### config.mk
export PLATFORM = sky130hd
export DESIGN_NAME = mux8_scan_ctrl
export DESIGN_NICKNAME = d
export VERILOG_FILES = /design/src/rtl/mux8_scan_ctrl.sv
export SDC_FILE = /design/constraint.sdc
export NUM_CORES = 1
export LEC_CHECK = 0
export CORE_MARGIN = 2
export CORE_UTILIZATION = 42
export CTS_BUF_LIST = sky130_fd_sc_hd__clkbuf_4 sky130_fd_sc_hd__clkbuf_8
export DETAILED_ROUTE_END_ITERATION = 10
export GPL_TIMING_DRIVEN = 0
export PLACE_DENSITY = 0.82
export SLEW_MARGIN = 20
export SYNTH_ARGS = -nofsm -noshare
export SYNTH_HDL_FRONTEND = slang
export SYNTH_SLANG_ARGS = --single-unit
### constraint.sdc
create_clock -name clk -period 1.7 [get_ports clk]
set_input_delay 0.34 -clock clk [delete_from_list [all_inputs] [get_ports clk]]
set_output_delay 0.34 -clock clk [all_outputs]
set_load 0.05 [all_outputs]
### src/rtl/mux8_scan_ctrl.sv
// Sequencer for an 8:1 mux stage: holds an accepted word on the mux data
// inputs, walks the select once per accepted beat, and streams the mux output back.
module mux8_scan_ctrl #(
  parameter int MSB_FIRST = 0,
  parameter int CNT_W     = 8
) (
  input  logic             clk,
  input  logic             rst_n,
  input  logic             in_valid,
  input  logic [7:0]       in_data,
  output logic             in_ready,
  output logic [7:0]       mux_e,
  output logic [2:0]       mux_s,
  input  logic             mux_y,
  output logic             out_valid,
  output logic             out_bit,
  output logic             out_last,
  input  logic             out_ready,
  output logic             busy,
  output logic [CNT_W-1:0] word_cnt
);

  typedef enum logic {
    IDLE,
    SCAN
  } state_t;

  localparam logic [2:0] SEL_START = (MSB_FIRST != 0) ? 3'd7 : 3'd0;

  state_t           r_state;
  state_t           w_next_state;
  logic [7:0]       r_mux_e;
  logic [2:0]       r_mux_s;
  logic [2:0]       r_idx;
  logic [CNT_W-1:0] r_word_cnt;
  logic             w_load;
  logic             w_beat;
  logic             w_last_beat;

  // A word may load while idle, or in the same cycle its predecessor's last bit leaves.
  always_comb begin
    w_next_state = r_state;
    out_valid    = 1'b0;
    busy         = 1'b0;
    out_last     = 1'b0;
    in_ready     = 1'b0;
    w_load       = 1'b0;
    w_beat       = 1'b0;
    w_last_beat  = 1'b0;
    case (r_state)
      IDLE: begin
        in_ready = 1'b1;
        w_load   = in_valid;
        if (w_load) w_next_state = SCAN;
      end
      SCAN: begin
        out_valid   = 1'b1;
        busy        = 1'b1;
        out_last    = (r_idx == 3'd7);
        in_ready    = out_last && out_ready;
        w_beat      = out_ready;
        w_last_beat = w_beat && out_last;
        w_load      = in_valid && in_ready;
        if (w_last_beat && !w_load) w_next_state = IDLE;
      end
      default: w_next_state = IDLE;
    endcase
  end

  always_ff @(posedge clk or negedge rst_n) begin
    if (!rst_n) r_state <= IDLE;
    else        r_state <= w_next_state;
  end

  always_ff @(posedge clk or negedge rst_n) begin
    if (!rst_n) begin
      r_mux_e    <= 8'd0;
      r_mux_s    <= SEL_START;
      r_idx      <= 3'd0;
      r_word_cnt <= '0;
    end else begin
      if (w_load) begin
        r_mux_e <= in_data;
        r_mux_s <= SEL_START;
        r_idx   <= 3'd0;
      end else if (w_beat) begin
        r_mux_s <= (MSB_FIRST != 0) ? r_mux_s - 3'd1 : r_mux_s + 3'd1;
        r_idx   <= r_idx + 3'd1;
      end
      if (w_last_beat) r_word_cnt <= r_word_cnt + CNT_W'(1);
    end
  end

  assign mux_e    = r_mux_e;
  assign mux_s    = r_mux_s;
  assign out_bit  = mux_y;
  assign word_cnt = r_word_cnt;

endmodule

==> run summary <==
Status: finished with violations
Failing checks: setup timing
Layout Skew: 2.32 ps
Startpoint Class: flop
Synth Net Count: 106
Vias per inst: 5.23
Worst hold path type: flop to flop
Synth top cells by count: dfrtp_1 (23), mux2_2 (11), inv_1 (6), nand2_1 (6), a22o_1 (5)
RSZ-0062 raised after global routing: yes
Layout cells sized above 1: 29.3%
Nets: 151
CP top delay family: flip-flops
CP Buf/Inv Count: 1
Clock Path Buffers: 2
Tcrit/Tclk final: 107%
Routed WL: 2.18 mm
Yosys top cell area share: 53.4%
Hold path startpoint: word_cnt[7]
CTS Root Cell: clkbuf_4
Crit path capture type: output port
IO Port Bufs: 35
Vias in the first global route: 821
Total negative setup slack: -142 ps
Clk sink count: 23
Post-synth EDFFs: 0
Total power: 0.00265 W
CP required: 1360 ps
Count leader, synth: dfrtp_1
Die height: 54.6 um
# diodes: 0
Ys Warns: 0
Final Critical Period: 1820 ps
Top cells by area, synth: dfrtp_1 (53%), mux2_2 (11%), ha_1 (4.6%)
I/O Pins: 37
PwrDens: 1740 mW/mm^2
Post-route cell area: 0.00153 mm^2
Clk_lat worst skew: 300 ps
Slowest-stage cell, CP: dfrtp_1
Max Cap Viol: 0
Sequential area share after synthesis: 53.4%
Num rows: 18
R2r startpoint: r_idx[1]
Mapped cell area: 0.00108 mm^2
Final setup fails: 2
Initial Util: 43.9%
Layout Utilization: 62.1%
DRT iter0 DRCs: 3
Clock transition at the registers of the reported paths: 120 ps
Fmax achieved: 0.550 GHz
Worst Setup SP: r_idx[1]
Die area: 0.00299 mm^2
Hold Vio Cnt, Final: 0
Initial antenna violation count: 0
Crit Path Max Fanout: 5
Crit path kind: flop to output port
LEAKAGE: 0.755 nW
Seq cells post-synth: 23
Area after DPL: 0.00148 mm^2
Chip Width: 54.6 um
Gr usage total: 16.7%
Least-Margin Pin Slew: 501 ps
CTS tree: yes
Cells after Synth: 89
Remaining DRCs: 0
Max-slew headroom: 66.5%
Critical path's largest stage delay: 410 ps
Drt pass-1 iters: 6
Post-DP HPWL: 1.62 mm
Routability cong.: 0.792
Core area: 0.00245 mm^2
Synth Area per Inst: 12.1 um^2
Num CTS Buffers: 3
Netlist cell types: 23
Htree depth: 1
Main flop type after synthesis: dfrtp_1
Total grt overflow: 0
Post-synth ARST share: 100%
Crit path DAT: 1480 ps
Worst setup slack after layout: -117 ps
Crit-path cells: ha_2 -> ha_4 -> a21bo_4 -> buf_6
Routed wire per std cell: 13.4 um
P&R area growth vs syn: 41.6%
Synth area leader: dfrtp_1
Via count: 852
Largest net degree at the start of global routing: 24
Worst VDD drop: 1200 uV
Fin. max-slew vios: 0
Antenna Nets Post-Route: 0
First-pass GRT wire length: 3.54 mm
Placement Setup Slack: -549 ps
==> cell type report <==
class | count | area, um^2
fill | 206 | 930
tap | 30 | 37.5
buffer | 4 | 27.5
clock buffer | 4 | 30.0
multi-input combinational | 56 | 480
inverter | 6 | 22.5
sequential | 23 | 577
timing repair buffer | 40 | 350
==> power breakdown <==
group / internal, W / switching [W]
clock network: 0.000107 / 0.000148
registers: 0.000745 / 0.000161
logic: 0.000535 / 0.000952
==> cells by family after synthesis <==
kind of cell / count (synthesis) / synth area share [%]
fa+ha+maj: 4 / 4.65
simple gates: 19 / 9.99
compound gates: 15 / 10.1
mux: 11 / 11.5
buf+inv: 10 / 4.65
xor+xnor: 7 / 5.69
flops: 23 / 53.4
==> final timing paths <==
path,endpoint,slack [ps],cells after the start
setup / recovery,in_ready,-120,4
hold / removal,word_cnt[7],480,1
setup reg to reg,mux_s[2],80,6
hold reg to reg,word_cnt[7],480,1
max in group asynchronous,r_state,820,2
min in group asynchronous,mux_e[5],520,2
==> worst register-to-register path, cell delays in order, from the launching register on <==
cell and delay, ps:
dfrtp_1 410, ha_2 200, ha_4 180, buf_4 130
and2_1 190, a31o_2 230, a211oi_2 190
==> registers in the layout (all words and copies together), names as in the netlist <==
register / cells
r_state: 1
mux_s: 3
r_idx: 3
word_cnt: 8
mux_e: 8
==> per-layer routing <==
metal  vias to the layer above  GRT usage [%]  wire, um
li1                        399              -         -
met1                       423           20.8       924
met2                        24           27.6      1120
met3                         6           1.64        93
met4                         0           10.0        46
met5                         -              0         0
==> what timing repair did <==
action | 4_1_cts | 5_1_grt
resized for setup | 40 | 5
setup buffers | 2 | 2
pin swaps | 1 | 1
hold buffers | 0 | 1
hold endpoints to repair | 0 | 11
endpoints found under the setup margin | 25 | 6
==> cell usage in the layout (no fill, tap or decap), types with 2 or more instances in the layout <==
| cell type | count |
|---|---|
| dlygate4sd2_1 | 18 |
| ha_1 | 2 |
| mux2_2 | 11 |
| nor2_1 | 3 |
| buf_4 | 7 |
| inv_1 | 6 |
| buf_2 | 2 |
| dfrtp_1 | 22 |
| nand4_1 | 2 |
| a22o_1 | 5 |
| nor3_1 | 2 |
| a21oi_1 | 4 |
| xnor2_1 | 3 |
| xor2_1 | 4 |
| clkdlybuf4s50_1 | 11 |
| clkbuf_4 | 4 |
| clkbuf_2 | 3 |
| buf_6 | 2 |
| o22ai_1 | 3 |
| nand2_1 | 6 |
==> stage by stage <==
stage	hold slack (ps)	cells
after CTS	485	160
after global placement	459	154
after detailed placement	470	154
final	480	163
after global routing	492	163
after floorplan	44.4	89
Power figures use the tool's default switching activity.
